==> src/rtl/hub75_scan_driver.sv <==
// HUB75 row-pair scan controller: reads the framebuffer by (addr, column), shifts
// pixels out with a generated panel clock, then latches the row and unblanks.
module hub75_scan_driver #(
  parameter int unsigned COLUMNS   = 64,
  parameter int unsigned ROWS_HALF = 16,
  parameter int unsigned ON_CYCLES = 128
) (
  input  logic                         clk,
  input  logic                         rst,
  input  logic                         en,
  input  logic [2:0]                   rgb0_in,
  input  logic [2:0]                   rgb1_in,
  output logic [$clog2(COLUMNS)-1:0]   column,
  output logic [$clog2(ROWS_HALF)-1:0] addr,
  output logic [2:0]                   hub_rgb0,
  output logic [2:0]                   hub_rgb1,
  output logic                         hub_clk,
  output logic                         hub_lat,
  output logic                         hub_oe_n,
  output logic [$clog2(ROWS_HALF)-1:0] hub_addr,
  output logic                         frame_start
);
  localparam int CW = $clog2(COLUMNS);
  localparam int AW = $clog2(ROWS_HALF);
  localparam int SW = CW + 1;
  localparam logic [SW-1:0] S_LAST = SW'(2 * COLUMNS - 1);

  typedef enum logic [2:0] {IDLE, SHIFT, BLANK, LATCH, UNBLANK} state_t;

  state_t        state_q, state_d;
  logic [SW-1:0] s_q, s_d;
  logic [AW-1:0] addr_q, addr_d;
  logic [AW-1:0] hub_addr_q, hub_addr_d;
  logic          shown_q, shown_d;
  logic [2:0]    rgb0_q, rgb0_d, rgb1_q, rgb1_d;
  logic          clk_q, clk_d;

  always_ff @(posedge clk) begin
    if (rst) begin
      state_q    <= IDLE;
      s_q        <= '0;
      addr_q     <= '0;
      hub_addr_q <= '0;
      shown_q    <= 1'b0;
      rgb0_q     <= '0;
      rgb1_q     <= '0;
      clk_q      <= 1'b0;
    end else begin
      state_q    <= state_d;
      s_q        <= s_d;
      addr_q     <= addr_d;
      hub_addr_q <= hub_addr_d;
      shown_q    <= shown_d;
      rgb0_q     <= rgb0_d;
      rgb1_q     <= rgb1_d;
      clk_q      <= clk_d;
    end
  end

  always_comb begin
    state_d    = state_q;
    s_d        = s_q;
    addr_d     = addr_q;
    hub_addr_d = hub_addr_q;
    shown_d    = shown_q;
    rgb0_d     = rgb0_q;
    rgb1_d     = rgb1_q;
    clk_d      = 1'b0;
    case (state_q)
      IDLE: begin
        if (en) begin
          state_d = SHIFT;
          s_d     = '0;
        end
      end
      SHIFT: begin
        // Even half: present the pixel with clock low; odd half: raise the clock.
        if (!s_q[0]) begin
          rgb0_d = rgb0_in;
          rgb1_d = rgb1_in;
        end
        clk_d = s_q[0];
        s_d   = s_q + 1'b1;
        if (s_q == S_LAST) state_d = BLANK;
      end
      BLANK: state_d = LATCH;
      LATCH: begin
        hub_addr_d = addr_q;
        shown_d    = 1'b1;
        state_d    = UNBLANK;
      end
      UNBLANK: begin
        addr_d  = addr_q + 1'b1;
        s_d     = '0;
        state_d = en ? SHIFT : IDLE;
      end
      default: state_d = IDLE;
    endcase
  end

  // Nothing valid sits in the panel latches until the first LATCH, hence shown_q.
  assign hub_oe_n    = !((state_q == SHIFT) && shown_q && (32'(s_q) < ON_CYCLES));
  assign hub_lat     = (state_q == LATCH);
  assign frame_start = (state_q == SHIFT) && (s_q == '0) && (addr_q == '0);
  assign column      = s_q[SW-1:1];
  assign addr        = addr_q;
  assign hub_addr    = hub_addr_q;
  assign hub_rgb0    = rgb0_q;
  assign hub_rgb1    = rgb1_q;
  assign hub_clk     = clk_q;

endmodule

==> config.mk <==
export PLATFORM = sky130hd
export DESIGN_NAME = hub75_scan_driver
export DESIGN_NICKNAME = d
export VERILOG_FILES = /design/src/rtl/hub75_scan_driver.sv
export SDC_FILE = /design/constraint.sdc
export NUM_CORES = 1
export LEC_CHECK = 0
export ABC_AREA = 1
export BUFFER_PORTS_ARGS = -buffer_cell sky130_fd_sc_hd__clkbuf_2
export CAP_MARGIN = 20
export CORE_MARGIN = 2
export CORE_UTILIZATION = 54
export CTS_CLUSTER_DIAMETER = 50
export DETAILED_ROUTE_END_ITERATION = 7
export PLACE_DENSITY = 0.8
export SLEW_MARGIN = 20
export SYNTH_ARGS = -nofsm -noshare
export SYNTH_HDL_FRONTEND = slang
export SYNTH_SLANG_ARGS = --single-unit
==> constraint.sdc <==
create_clock -name clk -period 2.8 [get_ports clk]
set_input_delay 0 -clock clk [delete_from_list [all_inputs] [get_ports clk]]
set_output_delay 0 -clock clk [all_outputs]
set_load 0.02 [all_outputs]
* Word level (Yosys, flattened, before mapping) *
Index checks and enable logic that the tools add are counted.
W data, S select, Z words.

word-level totals
  output and inout bits = 24
  logic and storage cells = 37
  flip-flop bits (word level) = 26
  bits of input ports = 9

operators by class
  bitwise gates (word level) = 2
  add/subtract/negate cells = 2
  multiplexer cells = 6
  reductions and logical operators = 12
  eq/ne operators = 7

operators by type and width
  kind                   number
  $pmux W7 S3            1
  $pmux W3 S5            1
  $add A7 B1 Y7 const B  1
  $eq A7 B7 Y1 const B   1
  $logic_not A7 Y1       1
  $mux W7                1
  $eq A3 B2 Y1 const B   2
  $mux W3                2
  $reduce_and A2 Y1      3
  $add A4 B1 Y4 const B  1
  $logic_not A4 Y1       1
  $ne A2 B2 Y1 const B   2
  $eq A3 B1 Y1 const B   1
  $eq A3 B3 Y1 const B   1
  $logic_and A1 B1 Y1    3
  $logic_not A3 Y1       1
  $reduce_bool A3 Y1     1
  $not A1 Y1             2
  $reduce_or A2 Y1       1
  $logic_not A1 Y1       1
  $mux W1                1

* Longest topological paths before layout *
Gate-level depths: netlist of the first run.

  word-level depth = 3
  depth in mapped cells = 8
  depth with buffers taken out = 8

* Worst setup path after synthesis of the first run *
OpenSTA, ideal clock, no wires.

  path kind = register -> output
  start point = reg addr_q[0], in the netlist addr[0]
  end point = out frame_start
  stages on the path, launching flop included = 5
  path buffers = 0
  data required time = 2.800 ns
  setup slack = 1.596 ns
  data arrival time = 1.204 ns
  cell sequence = dfxtp_1 > inv_1 > ha_1 > nand3b_1 > nor3_1

between the ends
  cells in the longest elaborated chain, start to end = 2

ends and longest elaborated chain
  item                      line  text
  start: declaration        32    logic [AW-1:0] addr_q, addr_d;
  start signal: assignment  51    addr_q <= addr_d;
  $logic_not A4 Y1          104   assign frame_start = (state_q == SHIFT) && (s_q == '0) && (addr_q == '0);
  $logic_and A1 B1 Y1       104
  end: declaration          21    output logic frame_start

No other way between the ends.

* Final worst setup path of the first run *
  start point = reg s_q[0]
  end point = out frame_start

between the ends
  cells in the longest elaborated chain, start to end = 3

ends and longest elaborated chain
  item                              line  text
  start: declaration                31    logic [SW-1:0] s_q, s_d;
  start signal: assignment          41    s_q <= '0;
  start signal: assignment          50    s_q <= s_d;
  $logic_not A7 Y1                  104
  $logic_and A1 B1 Y1 (2 in a row)  104

No other way between the ends.

==> run summary, run 1 <==
CTS H-tree depth - 1
flops & latches, synth - 26
Post-CTS Resized - 0
final wirelength - 2.59 mm
relative slew slack - 76.1%
Die ar. - 2650 µm²
post-DP HPWL - 1.90 mm
vias in the first global route - 1023
M1 GR Usage - 25.2%
Reg2Reg Setup Slack - 1.47 ns
row cnt - 17
Startpoint Class - flop
later-pin clock latency in the skew report - 0.32 ns
area of the multi-input gates - 562 µm²
PD cells - 589 nW/µm²
RSZ-0062 raised after global routing - false
via count - 1134
CP Capture Type - output pin
Seq/Total Area, Yosys - 42.8%
Worst EP required - 2.80 ns
Initial Utilization - 56.0%
CTS tree - yes
status - complete, no violations
Cell Count, Final, Fillers Out - 224
first-pass GRT wire length - 4.25 mm
vias per cell - 5.06
CP arrival - 1.44 ns
Port Buffers - 32
Die H - 51.4 µm
Min-Delay Endpoint - state_q[0]
Yosys cell types - 22
r2r endpoint - state_q[0]
Worst R2R Start - s_q[0]
Most Crowded Layer GR - met2
FF/Latch Area - 520 µm²
Mapped Area - 1210 µm²
Hold Crit Class - input pin to flop
Tcrit/Tclk final - 51.5%
total gr overflow - 0
Max Clock Skew - 0.00820 ns
Finish-stage setup viols - 0
total of warnings raised by yosys - 0
GRT Total Usage - 21.8%
hold path cells - 5
Clock Sinks - 26
area delta synth->final - 21.7%
Worst IR Drop VDD - 0.405 mV
clock slew at reported path FFs - 0.15 ns
critical path, cell by cell - inv_1 -> ha_1 -> nand3b_1 -> nor3_1 -> clkbuf_2
Hold Fails Final Rpt - 0
IO Pins - 33
Slew @ Worst Pin - 0.359 ns
fin worst setup slack - 1.36 ns
DR DRC count - 0
f_max - 694 MHz
most common cell after layout, fill and taps aside - clkbuf_2
nets - 210
TNS Setup - 0 ns
pin count of the biggest net entering global routing - 17
CP Class - flop to output pin
pre-CTS setup slack - 1.52 ns
Core Region - 2170 µm²
# diodes - 0
clock buffer depth - 2
worst r2r path cells - 8
fillers - 193
CP Max Fanout - 4
Placed Cells - 213
share of cells above drive strength 1 - 26.0%
postcts setup bufs - 0
post-layout min period - 1.44 ns
Gate Count Post-Synth - 161
most frequent cells in the layout - 32 x clkbuf_2, 30 x nor2_1, 26 x dfxtp_1
met3 global-route usage - 4.39%
wire per inst - 11.6 µm
Crit-path slowest cell - dfxtp_1
met2 Resource Use GR - 38.0%
Die X - 51.4 µm
Net Count, Synth - 174
DRT iter0 DRCs - 17
CP max stage delay - 0.39 ns
initial antenna violation count - 0
hold_ws - 0.0985 ns
CTS buffer count - 3
HP Start - en
total power - 0.872 mW
Static Leak - 0.693 nW
mean post-synth cell area - 7.55 µm²
max-slew violations - 0
# Max-Cap Violations - 0
Initial DRT Pass Iterations - 4
remaining antenna violation count - 0
GPL Wtd Cong - 0.738
CTS Root Cell - clkbuf_4
[power by group]
group          leakage, nW  switching [mW]  internal (mW)
combinational        0.454           0.127         0.0680
sequential           0.212          0.0229          0.398
clock               0.0279           0.112          0.145
[layer usage]
layer,vias to the layer above,wire length (µm),share of wire (%)
li1,579,-,-
met1,518,1100,43
met2,29,1310,51
met3,8,107,4.1
met4,0,67,2.6
met5,-,0,0
[worst max-delay path, delay by kind of cell (launching register included)]
kind | cells | cell delay (ns)
simple gates | 2 | 0.25
fa+ha+maj | 1 | 0.17
flops | 1 | 0.39
buf+inv | 2 | 0.31
[worst max-delay path by stage]
| stage | slack [ns] | startpoint | endpoint | cells after the start |
|---|---|---|---|---|
| 6_report | 1.36 | s_q[0] | frame_start | 5 |
| 5_1_grt | 1.23 | s_q[0] | frame_start | 5 |
| 4_1_cts | 1.34 | s_q[0] | frame_start | 5 |
| 3_5_place_dp | 1.52 | s_q[0] | state_q[0] | 8 |
| 3_3_place_gp | 1.58 | s_q[0] | state_q[0] | 8 |
| 2_1_floorplan | 1.60 | addr[0] | frame_start | 4 |
[cells in the mapped netlist (all sizes together)]
cell type,number,share of area (%)
a21oi,13,5.7
buf,7,4.1
clkbuf,1,0.31
dfxtp,26,43
ha,4,4.1
inv,21,6.5
nand2,24,9.1
nand3,8,4.7
nand3b,2,1.2
nand4,3,1.5
nor2,33,12
nor3,4,1.6
o21ai,15,6.2
[logic make-up after synthesis]
logic type	synth area share, %
simple gates	30.3
flops	42.8
buf+inv	10.9
compound gates	11.8
fa+ha+maj	4.12
[stage by stage]
step	utilization (%)	instance area, µm²
after CTS	68.2	1480
after detailed placement	62.5	1360
final	68.2	1480
after floorplan	-	1210
after global placement	62.5	1360
after global routing	68.2	1480
[cell type report]
type | count | share of cell area (%)
multi-input cells | 106 | 38.0
flip-flops and latches | 26 | 35.2
repair buffers | 39 | 15.6
inverters | 21 | 5.33
well taps | 28 | 2.37
clock inverters | 1 | 2.03
clock buffers | 3 | 1.52
[timing repair]
item	4_1_cts	5_1_grt
endpoints found under the setup margin	0	0
endpoints found under the hold margin	12	0
hold buffers	7	0
[state kept, by name, summed over array words and instances, names as in the netlist]
| name | flops |
|---|---|
| addr | 4 |
| hub_rgb1 | 3 |
| hub_clk | 1 |
| s_q | 7 |
| hub_rgb0 | 3 |
| shown_q | 1 |
| hub_addr | 4 |
| state_q | 3 |
Power figures use the tool's default switching activity.
==> inputs of run 2 (changes only) <==
--- a/config.mk
+++ b/config.mk
@@ -5,14 +5,14 @@
 export SDC_FILE = /design/constraint.sdc
 export NUM_CORES = 1
 export LEC_CHECK = 0
-export ABC_AREA = 1
+export ABC_AREA = 0
 export BUFFER_PORTS_ARGS = -buffer_cell sky130_fd_sc_hd__clkbuf_2
 export CAP_MARGIN = 20
 export CORE_MARGIN = 2
-export CORE_UTILIZATION = 54
+export CORE_UTILIZATION = 46
 export CTS_CLUSTER_DIAMETER = 50
 export DETAILED_ROUTE_END_ITERATION = 7
-export PLACE_DENSITY = 0.8
+export PLACE_DENSITY = 0.72
 export SLEW_MARGIN = 20
 export SYNTH_ARGS = -nofsm -noshare
 export SYNTH_HDL_FRONTEND = slang
==> constraint.sdc (replaced) <==
create_clock -name clk -period 1.2 [get_ports clk]
set_input_delay 0 -clock clk [delete_from_list [all_inputs] [get_ports clk]]
set_output_delay 0 -clock clk [all_outputs]
set_load 0.02 [all_outputs]
==> run 2 against run 1 <==
Compared with the run above:
- the run now ends with setup timing left
- non-clock buffer count grew 44
- clock skew shrank 0.00078 ns
- register-to-register slack lost 1.8 ns
- die area grew 19%
- via count grew 28%
- final area grew 44%
- total power grew 120%
- critical endpoint unchanged
- highest routed layer unchanged
==> run summary, run 2 <==
clock buffer depth - 2 (unchanged)
hold path cells - 2 (-3)
Yosys cell types - 34 (+55%)
pre-CTS setup slack - -0.200 ns (-1.72 ns)
DRT iter0 DRCs - 66 (+49)
remaining antenna violation count - 0 (unchanged)
r2r endpoint - s_q[6]
CP Max Fanout - 4 (unchanged)
post-layout min period - 1.58 ns
final wirelength - 4.38 mm (+69%)
# Max-Cap Violations - 0 (unchanged)
vias per cell - 5.83 (+15%)
Slew @ Worst Pin - 0.432 ns (+0.0729 ns)
Worst IR Drop VDD - 0.817 mV (+100%)
first-pass GRT wire length - 6.21 mm (+46%)
row cnt - 18 (+1)
Reg2Reg Setup Slack - -0.37 ns (-1.84 ns)
CP arrival - 1.58 ns (+0.14 ns)
f_max - 633 MHz
Worst R2R Start - state_q[2]
Die H - 56.1 µm (+9.0%)
RSZ-0062 raised after global routing - true
relative slew slack - 71.2% (-4.9 points)
most common cell after layout, fill and taps aside - buf_4
Initial DRT Pass Iterations - 4 (unchanged)
Startpoint Class - flop
Mapped Area - 1250 µm² (+2.6%)
Hold Crit Class - input pin to flop
GPL Wtd Cong - 0.822 (+11%)
vias in the first global route - 1362 (+33%)
Port Buffers - 32 (unchanged)
share of cells above drive strength 1 - 58.4% (+32 points)
Hold Fails Final Rpt - 0 (unchanged)
status - finished, violations left
violated checks - setup timing
Worst EP required - 1.20 ns (-1.60 ns)
number of synthesized flops with an enable pin - 0 (unchanged)
initial antenna violation count - 0 (unchanged)
IO Pins - 33 (unchanged)
Core Region - 2520 µm² (+16%)
TNS Setup - -6.25 ns (-6.25 ns)
Synth Flop Type - dfxtp_1
Tcrit/Tclk final - 132%
worst r2r path cells - 6 (-2)
Placed Cells - 223 (+4.7%)
most frequent cells in the layout - 33 x buf_4, 29 x clkbuf_2, 18 x dfxtp_1
Clock Sinks - 26 (unchanged)
placed cell areas - 1600 µm² (+18%)
total gr overflow - 0 (unchanged)
Static Leak - 0.923 nW (+33%)
Seq/Total Area, Yosys - 41.8% (-1.1 points)
clock slew at reported path FFs - 0.15 ns (about the same)
Die ar. - 3140 µm² (+19%)
CTS tree - yes
flops & latches, synth - 26 (unchanged)
max-slew violations - 0 (unchanged)
Cell Count, Final, Fillers Out - 249 (+11%)
mean post-synth cell area - 8.48 µm² (+12%)
Net Count, Synth - 160 (-8.0%)
nets - 233 (+11%)
Gate Count Post-Synth - 147 (-8.7%)
later-pin clock latency in the skew report - 0.33 ns (about the same)
max FFs per register - 7 (unchanged)
Finish-stage setup viols - 29 (+29)
Commonest cells post-synth - 26 x dfxtp_1, 12 x nand2_1, 11 x o21ai_0
largest reg by FF count - s_q
Die X - 56.1 µm (+9.0%)
# diodes - 0 (unchanged)
pin count of the biggest net entering global routing - 17 (unchanged)
fin worst setup slack - -0.379 ns (-1.74 ns)
most common cell in the synthesized netlist - dfxtp_1
area delta synth->final - 70.4%
CP Capture Type - output pin
via count - 1452 (+28%)
post-route cell area - 2120 µm² (+44%)
Initial Utilization - 49.4% (-6.6 points)
Min-Delay Endpoint - s_q[1]
wire per inst - 17.6 µm (+52%)
DR DRC count - 0 (unchanged)
Yosys top cell by area - dfxtp_1
CP Class - flop to output pin
GRT Total Usage - 24.5% (+2.7 points)
PD cells - 915 nW/µm² (+55%)
CTS H-tree depth - 1 (unchanged)
HP Start - rst
top cell type's share of synthesized area - 41.8% (-1.1 points)
post-DP HPWL - 2.28 mm (+20%)
CTS Root Cell - clkbuf_4
total of warnings raised by yosys - 0 (unchanged)
ys async rst share - 0% (unchanged)
CTS buffer count - 3 (unchanged)
Max Clock Skew - 0.00742 ns (-0.000782 ns)
Synth area leaders - dfxtp_1 42%, o21ai_0 4.4%, buf_4 4.2%
## run 2: logic make-up (layout without fill, tap and decap cells)
group / count (synthesis) / after routing / synth area share [%]
XOR/XNOR: 1 / 1 / 0.703
multiplexers: 5 / 5 / 4.02
AO/OA/AOI/OAI: 36 / 36 / 17.5
AND/OR/NAND/NOR: 50 / 50 / 21.7
adder cells (fa/ha/maj): 4 / 4 / 4.02
flip-flops: 26 / 26 / 41.8
buffers and inverters: 25 / 97 / 10.3
## run 2: what timing repair did
item                                    in CTS  in global routing
pin swaps                                   10                 15
endpoints found under the setup margin      27                 29
setup buffers                               10                  6
hold buffers                                 6                  0
endpoints found under the hold margin        6                  0
resized for setup                           49                 28
## run 2: layout make-up
cell class / count / area, µm²
fill: 133 / 399
multi-input combinational: 96 / 825
clock inverter: 1 / 30.0
tap: 30 / 37.5
clock buffer: 3 / 22.5
timing repair buffer: 83 / 628
sequential: 26 / 541
inverter: 10 / 40.0
## run 2: through the flow
| stage | util [%] | power (mW) | hold slack, ns |
|---|---|---|---|
| 2_1_floorplan | - | 1.09 | 0.136 |
| 3_3_place_gp | 63.3 | 1.20 | 0.225 |
| 3_5_place_dp | 63.3 | 1.21 | 0.237 |
| 4_1_cts | 77.9 | 1.88 | 0.106 |
| 5_1_grt | 84.2 | 2.01 | 0.133 |
| 6_report | 84.2 | 1.94 | 0.123 |
## run 2: how the worst max path moves through the flow
stage	endpoint	slack (ns)	from	cells after the start
5_1_grt	s_q[6]	-0.44	state_q[2]	6
3_3_place_gp	s_q[2]	-0.13	s_q[0]	4
3_5_place_dp	s_q[4]	-0.20	state_q[0]	3
2_1_floorplan	s_q[6]	-0.17	state_q[1]	4
4_1_cts	frame_start	-0.36	state_q[0]	4
6_report	frame_start	-0.38	state_q[0]	4
## run 2: report_power, final
group / internal [mW] / leakage, nW / switching, mW
Sequential: 0.885 / 0.215 / 0.0197
Clock: 0.338 / 0.0279 / 0.272
Combinational: 0.206 / 0.680 / 0.222
## run 2: worst max-delay path: stages (launching register included)
cell,delay (ns)
dfxtp_4,0.40
or3b_4,0.39
buf_6,0.14
nor3_4,0.15
clkbuf_8,0.17
## run 2: layer usage
metal  vias up  track usage, %  routed length (µm)
li1        660               -                   -
met1       683            29.6                1670
met2        81            43.2                2180
met3        28            4.19                 268
met4         0            9.18                 255
met5         -               0                   0
==> inputs of run 3 (changes only) <==
==> constraint.sdc (replaced) <==
create_clock -name clk -period 1.2 [get_ports clk]
set_input_delay 0.24 -clock clk [delete_from_list [all_inputs] [get_ports clk]]
set_output_delay 0.24 -clock clk [all_outputs]
set_load 0.02 [all_outputs]
==> run 3 against run 2 <==
Compared with the run above:
- non-clock buffer count is 1 lower
- clock skew is 0.0054 ns lower
- sequential power is 0.8% higher
- highest routed layer unchanged
- the flow still finishes with violations (setup timing)
- register-to-register slack worse by 0.03 ns
- sequential cell count stayed put
- clock-buffer cell count is 1 higher
==> run summary, run 3 (synthesis gave the netlist of run 2 again) <==
status - finished, violations left
violated checks - setup timing
vias in the first global route - 1467 (+7.7%)
area delta synth->final - 89.9%
Clock Sinks - 26 (unchanged)
critical path, cell by cell - nor4_4 -> nand4_1 -> nor3_4 -> clkbuf_8
clock slew at reported path FFs - 0.15 ns (about the same)
Max Clock Skew - 0.00199 ns (-0.00543 ns)
initial antenna violation count - 0 (unchanged)
Reg2Reg Setup Slack - -0.40 ns (-0.03 ns)
# diodes - 0 (unchanged)
max-slew violations - 0 (unchanged)
later-pin clock latency in the skew report - 0.32 ns (about the same)
Finish-stage setup viols - 31 (+6.9%)
CP Class - flop to output pin
GRT Total Usage - 29.9% (+5.4 points)
CP max stage delay - 0.37 ns (-0.03 ns)
DRT iter0 DRCs - 63 (-4.5%)
Die H - 56.1 µm (unchanged)
CP delay by family, top - simple AND/OR/NAND/NOR gates
Die ar. - 3140 µm² (unchanged)
CP Max Fanout - 2 (-2)
hold_ws - 0.125 ns (+0.00226 ns)
f_max - 574 MHz (-9.3%)
max FFs per register - 7 (unchanged)
post-route cell area - 2370 µm² (+11%)
Worst EP required - 0.96 ns (-0.24 ns)
share of cells above drive strength 1 - 71.1% (+13 points)
remaining antenna violation count - 0 (unchanged)
Worst Path Buf+Inv - 1 (-1)
via count - 1478 (+1.8%)
Initial Utilization - 49.4% (unchanged)
IO Pins - 33 (unchanged)
final wirelength - 5.13 mm (+17%)
Port Buffers - 32 (unchanged)
Hold Crit Class - input pin to flop
CP Capture Type - output pin
DR DRC count - 0 (unchanged)
row cnt - 18 (unchanged)
fin worst setup slack - -0.541 ns (-0.162 ns)
Hold Fails Final Rpt - 0 (unchanged)
post-layout min period - 1.74 ns (+0.162 ns)
pre-CTS setup slack - -0.309 ns (-0.108 ns)
Crit-path slowest cell - dfxtp_2
CP arrival - 1.50 ns (-0.08 ns)
Core Region - 2520 µm² (unchanged)
CTS buffer count - 3 (unchanged)
relative slew slack - 72.3% (+1.1 points)
Initial DRT Pass Iterations - 4 (unchanged)
PD cells - 785 nW/µm² (-14%)
RSZ-0062 raised after global routing - true
most frequent cells in the layout - 31 x buf_6, 20 x clkbuf_2, 18 x buf_4
nets - 232 (-0.43%)
largest reg by FF count - s_q
most common cell after layout, fill and taps aside - buf_6
Startpoint Class - flop
wire per inst - 20.7 µm (+18%)
Slew @ Worst Pin - 0.416 ns (-0.0158 ns)
Worst IR Drop VDD - 0.831 mV (+1.7%)
CTS tree - yes
CTS H-tree depth - 1 (unchanged)
post-DP HPWL - 2.17 mm (-4.8%)
vias per cell - 5.96 (+2.2%)
Static Leak - 0.981 nW (+6.3%)
placed cell areas - 1640 µm² (+2.5%)
pin count of the biggest net entering global routing - 15 (-2)
first-pass GRT wire length - 7.33 mm (+18%)
clock buffer depth - 2 (unchanged)
Die X - 56.1 µm (unchanged)
GPL Wtd Cong - 0.754 (-8.2%)
# Max-Cap Violations - 0 (unchanged)
CTS Root Cell - clkbuf_4
Tcrit/Tclk final - 145% (+14 points)
# hold bufs at CTS - 0 (-6)
total gr overflow - 0 (unchanged)
run 3: cell types whose count changed in the layout (fill, tap and decap cells not counted), sizes merged:
cell         change
buf             +13
bufinv           -1
clkbuf           -7
dlygate4sd3      -6
run 3: repair_timing:
item | 4_1_cts | 5_1_grt
gates cloned | 0 | 0
endpoints found under the setup margin | 36 | 37
resized for setup | 95 | 64
pin swaps | 21 | 20
setup buffers | 17 | 14
run 3: metrics by stage:
step | cells | utilization (%) | TNS, ns | power, mW
2_1_floorplan | 147 | - | -2.02 | 1.10
3_3_place_gp | 226 | 64.9 | -2.86 | 1.19
4_1_cts | 244 | 84.9 | -5.63 | 1.74
3_5_place_dp | 226 | 64.9 | -3.76 | 1.19
5_1_grt | 248 | 93.8 | -7.28 | 1.90
6_report | 248 | 93.8 | -6.07 | 1.86
run 3: final cells by class:
type | count | area, µm²
Timing Repair Buffer | 82 | 777
Tap cell | 30 | 37.5
Multi-Input combinational cell | 96 | 927
Clock buffer | 4 | 36.3
Inverter | 10 | 37.5
Fill cell | 75 | 156
Sequential cell | 26 | 551
run 3: power by group:
group          internal [mW]  switching, mW
combinational          0.225          0.254
clock                  0.186          0.281
sequential             0.886         0.0247
total                   1.30          0.560
run 3: worst paths after layout:
path | from | endpoint | cells after the start
max reg2reg | state_q[1] | s_q[6] | 4
max | s_q[5] | frame_start | 4
min reg2reg | hub_rgb0[0] | hub_rgb0[0] | 2
min | rgb1_in[1] | hub_rgb1[1] | 3
run 3: worst reg2reg max path: stages (launching register included):
cell and delay, ns:
dfxtp_4 0.38, or3b_4 0.44, buf_6 0.15, or4_4 0.41, a31oi_2 0.16
run 3: routing by layer:
metal / up-vias / routed length, µm / GRT usage, % / share of wire (%)
li1: 662 / - / - / -
met1: 737 / 2090 / 36.9 / 41
met2: 61 / 2670 / 51.4 / 52
met3: 18 / 219 / 5.81 / 4.3
met4: 0 / 153 / 11.2 / 3.0
met5: - / 0 / 0 / 0
